==> config.mk <==
export PLATFORM = sky130hd
export DESIGN_NAME = fetch_buffer_stage_flat
export DESIGN_NICKNAME = d
export VERILOG_FILES = /design/src/rtl/fetch_buffer_stage_pkg.sv /design/src/rtl/fetch_buffer_stage_if.sv /design/src/rtl/fetch_buffer_stage_fifo.sv /design/src/rtl/fetch_buffer_stage.sv /design/src/flat_wrapper.sv
export SDC_FILE = /design/constraint.sdc
export NUM_CORES = 1
export LEC_CHECK = 0
export CORE_UTILIZATION = 40
export DETAILED_ROUTE_END_ITERATION = 7
export PLACE_DENSITY = 0.61
export SLEW_MARGIN = 10
export SYNTH_ARGS = -nofsm -noshare
export SYNTH_HDL_FRONTEND = slang
export SYNTH_SLANG_ARGS = --single-unit
==> constraint.sdc <==
create_clock -name clk -period 5 [get_ports clk]
set_clock_uncertainty 0.2 [all_clocks]
set_input_delay 0.75 -clock clk [delete_from_list [all_inputs] [get_ports clk]]
set_output_delay 0.75 -clock clk [all_outputs]
set_load 0.02 [all_outputs]
==> src/rtl/fetch_buffer_stage_pkg.sv <==
// Shared constants and types for the fetch front end. NOOP is the same word
// the decode-stage instruction register resets to, so an empty fetch buffer
// and a freshly reset decode stage both show the same bubble.
package fetch_buffer_stage_pkg;

  // Bubble instruction shown at the buffer head whenever nothing is buffered.
  localparam logic [31:0] NOOP = 32'h0000_0013;

  // Fetch defaults shared by the stage and anything that models it.
  localparam logic [31:0] DEFAULT_INST_SIZE = 32'd4;
  localparam logic [31:0] DEFAULT_START_PC  = 32'h0000_0040;
  localparam int          DEFAULT_DEPTH     = 4;
  localparam int          DEFAULT_PTR_BITS  = 2;

  // What the FIFO does at the next edge, encoded as {push, pop}.
  typedef enum logic [1:0] {
    FIFO_IDLE = 2'b00,
    FIFO_POP  = 2'b01,
    FIFO_PUSH = 2'b10,
    FIFO_BOTH = 2'b11
  } fifoOp_t;

  // Folds the two handshake strobes into one operation code.
  function automatic fifoOp_t fifoOp(input logic push, input logic pop);
    return fifoOp_t'({push, pop});
  endfunction

endpackage

==> src/rtl/fetch_buffer_stage_if.sv <==
// Bundle of the fetch stage's buses: the IMEM address/data pair, the
// execute-stage redirect, and the valid/ready head port toward decode.
// 'master' is the fetch stage itself; 'slave' is everything around it.
interface fetch_buffer_stage_if #(
  parameter int DBITS    = 32,
  parameter int PTR_BITS = 2
);

  // Instruction memory side.
  logic [DBITS-1:0] pcOut;
  logic [DBITS-1:0] iMemOut;

  // Execute-stage redirect.
  logic             redirectEn;
  logic [DBITS-1:0] redirectPc;

  // Decode-side head port.
  logic             outValid;
  logic             outReady;
  logic [DBITS-1:0] outInstr;
  logic [DBITS-1:0] outPc;
  logic [PTR_BITS:0] occupancy;

  modport master (
    input  iMemOut,
    input  redirectEn,
    input  redirectPc,
    input  outReady,
    output pcOut,
    output outValid,
    output outInstr,
    output outPc,
    output occupancy
  );

  modport slave (
    output iMemOut,
    output redirectEn,
    output redirectPc,
    output outReady,
    input  pcOut,
    input  outValid,
    input  outInstr,
    input  outPc,
    input  occupancy
  );

endinterface

==> src/rtl/fetch_buffer_stage_fifo.sv <==
// DEPTH-entry synchronous FIFO holding packed {pc, instr} words for the fetch
// stage. Flush empties it in one edge; the head is a combinational read of
// the entry under the read pointer, so a word written at edge N is first
// visible at the head in cycle N+1.
module fetch_fifo
  import fetch_buffer_stage_pkg::*;
#(
  parameter int WIDTH    = 64,
  parameter int DEPTH    = DEFAULT_DEPTH,
  parameter int PTR_BITS = DEFAULT_PTR_BITS
) (
  input  logic              clk,
  input  logic              reset,
  input  logic              push,
  input  logic              pop,
  input  logic              flush,
  input  logic [WIDTH-1:0]  pushData,
  output logic [WIDTH-1:0]  headData,
  output logic [PTR_BITS:0] count,
  output logic              full,
  output logic              empty
);

  localparam logic [PTR_BITS:0] FULL_COUNT = (PTR_BITS + 1)'(DEPTH);

  logic [WIDTH-1:0]    mem [DEPTH];
  logic [PTR_BITS-1:0] rdPtr;
  logic [PTR_BITS-1:0] wrPtr;
  logic                doPush;
  logic                doPop;
  fifoOp_t             op;

  // Qualify the strobes: flush beats both, and the FIFO never over- or
  // under-runs even if the caller asks it to.
  // NOTE: every signal written in always_comb gets a value on every path
  // (defaults first), otherwise synthesis infers a latch.
  always_comb begin
    doPush = 1'b0;
    doPop  = 1'b0;
    if (!flush) begin
      doPop  = pop & ~empty;
      doPush = push & (~full | doPop);
    end
    op = fifoOp(doPush, doPop);
  end

  // Pointers and count; both pointers wrap naturally modulo DEPTH.
  // NOTE: state registers use non-blocking assignments so every flop samples
  // the pre-edge values, independent of statement order.
  always_ff @(posedge clk) begin
    if (reset || flush) begin
      rdPtr <= '0;
      wrPtr <= '0;
      count <= '0;
    end else begin
      if (doPush) wrPtr <= wrPtr + PTR_BITS'(1);
      if (doPop)  rdPtr <= rdPtr + PTR_BITS'(1);
      case (op)
        FIFO_PUSH: count <= count + (PTR_BITS + 1)'(1);
        FIFO_POP:  count <= count - (PTR_BITS + 1)'(1);
        default:   count <= count;
      endcase
    end
  end

  // Entry storage.
  // NOTE: the array is deliberately not reset; count gates every read, so
  // stale contents are never observed and the array can map to plain RAM.
  always_ff @(posedge clk) begin
    if (doPush) mem[wrPtr] <= pushData;
  end

  assign headData = mem[rdPtr];
  assign full     = (count == FULL_COUNT);
  assign empty    = (count == '0);

endmodule

==> src/rtl/fetch_buffer_stage.sv <==
// Fetch front end: owns the PC, presents it to instruction memory, captures
// each {pc, instruction} pair into a small FIFO, and hands the FIFO head to
// decode over valid/ready. A taken branch or jump from execute flushes the
// buffer and restarts fetch at the target on the following cycle.
module fetch_buffer_stage
  import fetch_buffer_stage_pkg::*;
#(
  parameter int               DBITS     = 32,
  parameter logic [DBITS-1:0] INST_SIZE = DBITS'(DEFAULT_INST_SIZE),
  parameter logic [DBITS-1:0] START_PC  = DBITS'(DEFAULT_START_PC),
  // DEPTH must be a power of two (at least 2) and equal 2**PTR_BITS, since
  // the FIFO pointers rely on natural wrap.
  parameter int               DEPTH     = DEFAULT_DEPTH,
  parameter int               PTR_BITS  = DEFAULT_PTR_BITS
) (
  input logic                 clk,
  input logic                 reset,
  fetch_buffer_stage_if.master bus
);

  localparam int ENTRY_BITS = 2 * DBITS;

  logic [DBITS-1:0]      pcReg;
  logic [ENTRY_BITS-1:0] headData;
  logic [PTR_BITS:0]     count;
  logic                  fifoFull;
  logic                  fifoEmpty;
  logic                  pop;
  logic                  push;

  // Handshake arbitration. A fetch is captured whenever there is room, or
  // when the head leaves in the same cycle. outReady only reaches the FIFO
  // and the PC enable, never pcOut combinationally.
  always_comb begin
    pop  = ~fifoEmpty & bus.outReady;
    push = ~fifoFull | pop;
  end

  // PC register: reset beats redirect, redirect beats a sequential step;
  // when full with no pop the same PC is presented again.
  always_ff @(posedge clk) begin
    if (reset) begin
      pcReg <= START_PC;
    end else if (bus.redirectEn) begin
      pcReg <= bus.redirectPc;
    end else if (push) begin
      pcReg <= pcReg + INST_SIZE;
    end
  end

  // Redirect acts as flush, which inside the FIFO overrides push and pop,
  // so the IMEM word fetched on the redirect cycle is dropped.
  fetch_fifo #(
    .WIDTH    (ENTRY_BITS),
    .DEPTH    (DEPTH),
    .PTR_BITS (PTR_BITS)
  ) u_fifo (
    .clk      (clk),
    .reset    (reset),
    .push     (push),
    .pop      (pop),
    .flush    (bus.redirectEn),
    .pushData ({pcReg, bus.iMemOut}),
    .headData (headData),
    .count    (count),
    .full     (fifoFull),
    .empty    (fifoEmpty)
  );

  // Head outputs, with NOOP/0 substituted while the buffer is empty.
  always_comb begin
    bus.pcOut     = pcReg;
    bus.occupancy = count;
    bus.outValid  = ~fifoEmpty;
    bus.outInstr  = DBITS'(NOOP);
    bus.outPc     = '0;
    if (!fifoEmpty) begin
      bus.outPc    = headData[ENTRY_BITS-1 -: DBITS];
      bus.outInstr = headData[DBITS-1:0];
    end
  end

endmodule

==> src/flat_wrapper.sv <==
// flat-port wrapper written by rule: the top's interface ports become plain ports
module fetch_buffer_stage_flat import fetch_buffer_stage_pkg::*;
#(
  parameter int               DBITS     = 32,
  parameter logic [DBITS-1:0] INST_SIZE = DBITS'(DEFAULT_INST_SIZE),
  parameter logic [DBITS-1:0] START_PC  = DBITS'(DEFAULT_START_PC),
                                                                           
                                            
  parameter int               DEPTH     = DEFAULT_DEPTH,
  parameter int               PTR_BITS  = DEFAULT_PTR_BITS
)
  (clk, reset, bus_iMemOut, bus_redirectEn, bus_redirectPc, bus_outReady, bus_pcOut, bus_outValid, bus_outInstr, bus_outPc, bus_occupancy);
  fetch_buffer_stage_if #(.DBITS(DBITS), .PTR_BITS(PTR_BITS)) bus_i ();
  input logic clk;
  input logic reset;
  input wire logic [$bits(bus_i.iMemOut)-1:0] bus_iMemOut;
  input wire logic [$bits(bus_i.redirectEn)-1:0] bus_redirectEn;
  input wire logic [$bits(bus_i.redirectPc)-1:0] bus_redirectPc;
  input wire logic [$bits(bus_i.outReady)-1:0] bus_outReady;
  output wire logic [$bits(bus_i.pcOut)-1:0] bus_pcOut;
  output wire logic [$bits(bus_i.outValid)-1:0] bus_outValid;
  output wire logic [$bits(bus_i.outInstr)-1:0] bus_outInstr;
  output wire logic [$bits(bus_i.outPc)-1:0] bus_outPc;
  output wire logic [$bits(bus_i.occupancy)-1:0] bus_occupancy;
  assign bus_i.iMemOut = bus_iMemOut;
  assign bus_i.redirectEn = bus_redirectEn;
  assign bus_i.redirectPc = bus_redirectPc;
  assign bus_i.outReady = bus_outReady;
  assign bus_pcOut = bus_i.pcOut;
  assign bus_outValid = bus_i.outValid;
  assign bus_outInstr = bus_i.outInstr;
  assign bus_outPc = bus_i.outPc;
  assign bus_occupancy = bus_i.occupancy;
  fetch_buffer_stage #(.DBITS(DBITS), .INST_SIZE(INST_SIZE), .START_PC(START_PC), .DEPTH(DEPTH), .PTR_BITS(PTR_BITS)) u_core (.clk(clk), .reset(reset), .bus(bus_i));
endmodule
* Yosys cells after proc, flatten, opt, wreduce, memory -nomap -nowiden
Memory sizes are Yosys's and may differ from the RTL's. A register that Yosys moved wholly into a read port is not among the register bits. Cells that the tools add are included.
Operators by class: add/subtract/negate cells 5, eq/ne operators 3, muxes and demuxes 11, bitwise gates (word level) 7, reduce and logical (&&, ||, !) cells 4
Operator list (count):
- $mux W32 | 4
- $add A32 B3 Y32 const B | 1
- $pmux W3 S2 | 1
- $add A2 B1 Y2 const B | 2
- $mux W1 | 4
- $mux W2 | 2
- $reduce_bool A2 Y1 | 2
- $add A3 B1 Y3 const B | 1
- $and A1 B1 Y1 | 3
- $eq A3 B3 Y1 const B | 1
- $logic_not A3 Y1 | 1
- $sub A3 B1 Y3 const B | 1
- $eq A2 B1 Y1 const B | 1
- $eq A2 B2 Y1 const B | 1
- $not A1 Y1 | 2
- $or A1 B1 Y1 | 2
- $logic_or A1 B1 Y1 | 1
Word-level totals: flip-flop bits (word level) 39, bits in writable memories 256, input bits 68, output and inout port bits 100, logic and storage cells 35, memories kept 1
Memory list:
- u_core.u_fifo.mem | words 4, width 64, rd ports 1, clocked after Yosys merged registers in 1, write ports 1, line fetch_buffer_stage_fifo.sv:26 | logic [WIDTH-1:0] mem [DEPTH];

* Depth between registers and ports, before layout
depth in word-level cells 9, mapped depth 10, depth with buffers taken out 9

* Hierarchy
A second synthesis with hierarchy kept.
Second synthesis, totals: cells, all modules 726, area, all modules 12348.1 sq um
Modules (own cells, without submodules):
- fetch_fifo | times used 1, cells each 392, area each 9830.7 sq um, seq. area each 7867.5 sq um
- fetch_buffer_stage | times used 1, cells each 334, area each 2517.4 sq um, seq. area each 640.6 sq um

* Worst setup path before layout
Ideal clock, no wire load.
kind input port to flip-flop, start in bus_outReady, end mem u_core.u_fifo.mem[0][0] (enable), setup time 0.429 ns, arrival time 2.809 ns, required time 4.371 ns, path slack 1.562 ns, stages on the path 3, path buffers 1, cell sequence nand3b_2 -> clkbuf_1 -> and3_1
Between the ends: word-level cells in the longest chain between the ends 7, elaborated cells between the ends (all ways) 8, those cells by class mux (3); bitwise (5)
RTL lines:
- start, declared | line flat_wrapper.sv:19 | input wire logic [$bits(bus_i.outReady)-1:0] bus_outReady;
- $and A1 B1 Y1 (*) | line fetch_buffer_stage.sv:35 | pop = ~fifoEmpty & bus.outReady;
- $and A1 B1 Y1 | line fetch_buffer_stage_fifo.sv:41 | doPop = pop & ~empty;
- $or A1 B1 Y1 | line fetch_buffer_stage_fifo.sv:42 | doPush = push & (~full | doPop);
- $and A1 B1 Y1 (*) | line fetch_buffer_stage_fifo.sv:42
- $mux W1 (*) | line fetch_buffer_stage_fifo.sv:40 | if (!flush) begin
- $mux W1 (*) | line fetch_buffer_stage_fifo.sv:70 | if (doPush) mem[wrPtr] <= pushData;
- $mux W1 (implied by the code) (*) | line fetch_buffer_stage_fifo.sv:70
- end, declared | line fetch_buffer_stage_fifo.sv:26
Mark *: on every way between the ends. The rest lies on a longest branch, timed or not.

* Worst setup path after layout
start reg u_core.u_fifo.count[0], end out bus_outPc[29]
Between the ends: word-level cells in the longest chain between the ends 2
RTL lines:
- start, declared | line fetch_buffer_stage_fifo.sv:19 | output logic [PTR_BITS:0] count,
- start signal, assigned | line fetch_buffer_stage_fifo.sv:59 | FIFO_PUSH: count <= count + (PTR_BITS + 1)'(1);
- start signal, assigned | line fetch_buffer_stage_fifo.sv:60 | FIFO_POP: count <= count - (PTR_BITS + 1)'(1);
- start signal, assigned | line fetch_buffer_stage_fifo.sv:61 | default: count <= count;
- $logic_not A3 Y1 | line fetch_buffer_stage_fifo.sv:75 | assign empty = (count == '0);
- $mux W32 | line fetch_buffer_stage.sv:77 | if (!fifoEmpty) begin
- end, declared | line flat_wrapper.sv:23 | output wire logic [$bits(bus_i.outPc)-1:0] bus_outPc;
No other way between the ends.

==> results.json <==
{
  "vias": 6474,
  "cts_buffers": 34,
  "intPower_mw": 4.61,
  "dieArea_mm2": 0.0305,
  "power.clock.fraction": 0.442,
  "rsz0062_at_grt": "false",
  "synth_area_mm2": 0.0119,
  "power_density_mw_per_mm2": 381,
  "grt-ovfl-total": 0,
  "cap_violations": 0,
  "worstRegToRegCells": 8,
  "period_minus_slack_ns": 4.02,
  "clock_latency_ns": 0.50,
  "reg2reg_setup_slack_ns": 1.95,
  "synth_area_per_cell_um2": 17.7,
  "clockRootBuffer": "clkbuf_16",
  "cp_max_fo": 63,
  "htreeDepth": 2,
  "ys_ff_latch": 297,
  "io_pins": 168,
  "gp_congestion": 0.744,
  "m1WireLength_mm": 11.7,
  "synthToLayoutAreaGrowth_pct": 27.5,
  "synthArstFlopShare": 0,
  "end_kind": "output port",
  "grt_max_degree": 65,
  "clk_path_buf_depth": 3,
  "whs_ns": 0.318,
  "dr_wl_met3_mm": 1.63,
  "status": "completed",
  "reg2reg_from": "u_core.u_fifo.count[0]",
  "ant_nets": 0,
  "fin_tns_setup_ns": 0,
  "grt_pass1_wl_mm": 40.4,
  "firstDrtPassIters": 5,
  "hp-class": "reg -> reg",
  "cts_hold_buf": 0,
  "numPortBuffers": 167,
  "worst_pin_slew_ns": 1.09,
  "timing.rr.end": "u_core.u_fifo.count[2]",
  "ys_warn_count": 0,
  "grt_usage": 0.174,
  "synth_edf_count": 256,
  "fin_crit_sh": 0.803,
  "drt_wl_total_mm": 25.9,
  "critical_path_class": "reg -> out",
  "vias_per_cell": 5.14,
  "clk_pin_slew_worst_paths_ns": 0.06,
  "whs_endpoint": "u_core.u_fifo.wrPtr[1]",
  "post-route-drc-count": 0,
  "cts.sinks": 297,
  "cp.required_ns": 4.05,
  "hold_viol": 0,
  "hpwl_mm": 15.4,
  "maxSlewViolCount": 0,
  "wl_per_cell_um": 20.6,
  "fmax_ghz": 0.249,
  "design_area_mm2": 0.0152,
  "start_kind": "flip-flop",
  "combPwrFrac": 0.068,
  "die-width_um": 175,
  "wl_met2_mm": 12.2,
  "vdd_drop_max_mv": 0.232,
  "top_layer": "met5",
  "setup_viol": 0,
  "final_nets": 924,
  "core_area_mm2": 0.0290,
  "cts_setup_buffers": 0,
  "yosys_most_used_dff": "edfxtp_1",
  "cts_tree": "yes",
  "drtIter0Drc": 385,
  "synth_fp_nets": 747,
  "final_layout_size_suffix_gt1_frac": 0.170,
  "ys_types": 47,
  "row_count": 62,
  "p_leak_nw": 4.88,
  "slew_headroom": 0.270,
  "grt_pass1_vias": 6952,
  "hold_depth": 2,
  "dieHeight_um": 175,
  "initial_utilization": 0.410,
  "swShare": 0.204,
  "power.switching_mw": 1.18,
  "antenna_found_initial": 1,
  "post_cts_resized": 0,
  "ys_seq_area_frac": 0.714,
  "arrival_ns": 3.07,
  "min_from": "u_core.u_fifo.wrPtr[1]",
  "seq_power_share": 0.490,
  "place_area_mm2": 0.0140,
  "syn_inst": 671
}
state kept, by name (all words and copies together) (netlist names), named ones only:
signal               cells
u_core.u_fifo.mem      256
u_core.bus.pcOut        32
u_core.u_fifo.rdPtr      2
u_core.u_fifo.wrPtr      2
u_core.u_fifo.count      3
worst max-delay path: stages, from the launching register on:
cell and delay [ns]:
dfxtp_1 0.39, inv_1 0.06, ha_1 0.23, nor2b_1 0.19, inv_2 0.76, and2_1 0.31, clkdlybuf4s50_1 0.62
worst max path at each step:
stage / end / start / cells past startpoint
2_1_floorplan: u_core.u_fifo.mem[0][0] / bus_outReady / 3
3_3_place_gp: bus_outPc[29] / u_core.u_fifo.count[0] / 6
3_5_place_dp: bus_outPc[29] / u_core.u_fifo.count[0] / 6
4_1_cts: bus_outPc[29] / u_core.u_fifo.count[0] / 6
5_1_grt: bus_outPc[29] / u_core.u_fifo.count[0] / 6
6_report: bus_outPc[29] / u_core.u_fifo.count[0] / 6
final cells by class:
| class | instances | area [um2] |
|---|---|---|
| fill | 2392 | 13800 |
| sequential | 297 | 8520 |
| multi-input combinational | 328 | 3230 |
| timing repair buffer | 175 | 1730 |
| clock buffer | 52 | 1030 |
| tap | 384 | 480 |
| clock inverter | 10 | 145 |
| inverter | 12 | 45.0 |
| antenna | 1 | 2.50 |
layout by cell type (no fill, tap or decap), types with 6 or more instances in the layout:
| master | count |
|---|---|
| a211oi_1 | 11 |
| clkdlybuf4s50_1 | 167 |
| nand4_1 | 7 |
| clkbuf_1 | 11 |
| buf_4 | 8 |
| edfxtp_1 | 256 |
| mux4_2 | 64 |
| nand3_1 | 7 |
| xor2_1 | 6 |
| nor2_1 | 26 |
| inv_1 | 10 |
| nor4_2 | 6 |
| a21oi_1 | 15 |
| nor3_1 | 8 |
| nand2_1 | 30 |
| dfxtp_1 | 39 |
| ha_1 | 8 |
| and2_1 | 64 |
| xnor2_1 | 25 |
| clkbuf_16 | 38 |
cell families (layout without fill, tap and decap cells):
group / count (synthesis) / after routing / synth area share
and+or+nand+nor: 181 / 181 / 0.0922
adders and majority gates: 8 / 8 / 0.00841
AOI/OAI and AO/OA: 40 / 40 / 0.0219
xor gates and xnor gates: 31 / 31 / 0.0228
buffers and inverters: 46 / 249 / 0.0159
muxes: 68 / 68 / 0.124
other: 0 / 1 / 0
DFF: 297 / 297 / 0.714
power groups by stage:
stage / clock network (mW) / logic [mW] / registers (mW)
2_1_floorplan: 0 / 0.177 / 2.89
3_3_place_gp: 0 / 0.394 / 2.88
3_5_place_dp: 0 / 0.397 / 2.89
4_1_cts: 2.62 / 0.399 / 2.84
5_1_grt: 2.71 / 0.422 / 2.85
6_report: 2.56 / 0.394 / 2.84
cell usage after synthesis, types with 11 or more instances:
cell | number | area share
a211oi_1 | 11 | 0.0069
a21oi_1 | 15 | 0.0063
and2_1 | 64 | 0.034
clkbuf_1 | 25 | 0.0079
dfxtp_1 | 41 | 0.069
edfxtp_1 | 256 | 0.65
inv_1 | 11 | 0.0035
mux4_2 | 64 | 0.12
nand2_1 | 30 | 0.0095
nor2_1 | 26 | 0.0082
xnor2_1 | 25 | 0.018
per-stage QoR:
stage,total power [mW],cells,setup WS (ns),utilization
detailed placement,3.29,1196,1.44,0.483
finish,5.79,1259,0.985,0.523
floorplan,3.07,671,1.56,-
global route,5.98,1258,0.713,0.523
global placement,3.28,1196,1.54,0.483
CTS,5.86,1258,0.895,0.523
per-layer routing:
layer / GRT usage / vias to the layer above
li1: - / 2972
met1: 0.241 / 3264
met5: 0 / -
met3: 0.0396 / 33
met2: 0.280 / 203
met4: 0.0428 / 2
Power figures use the tool's default switching activity.
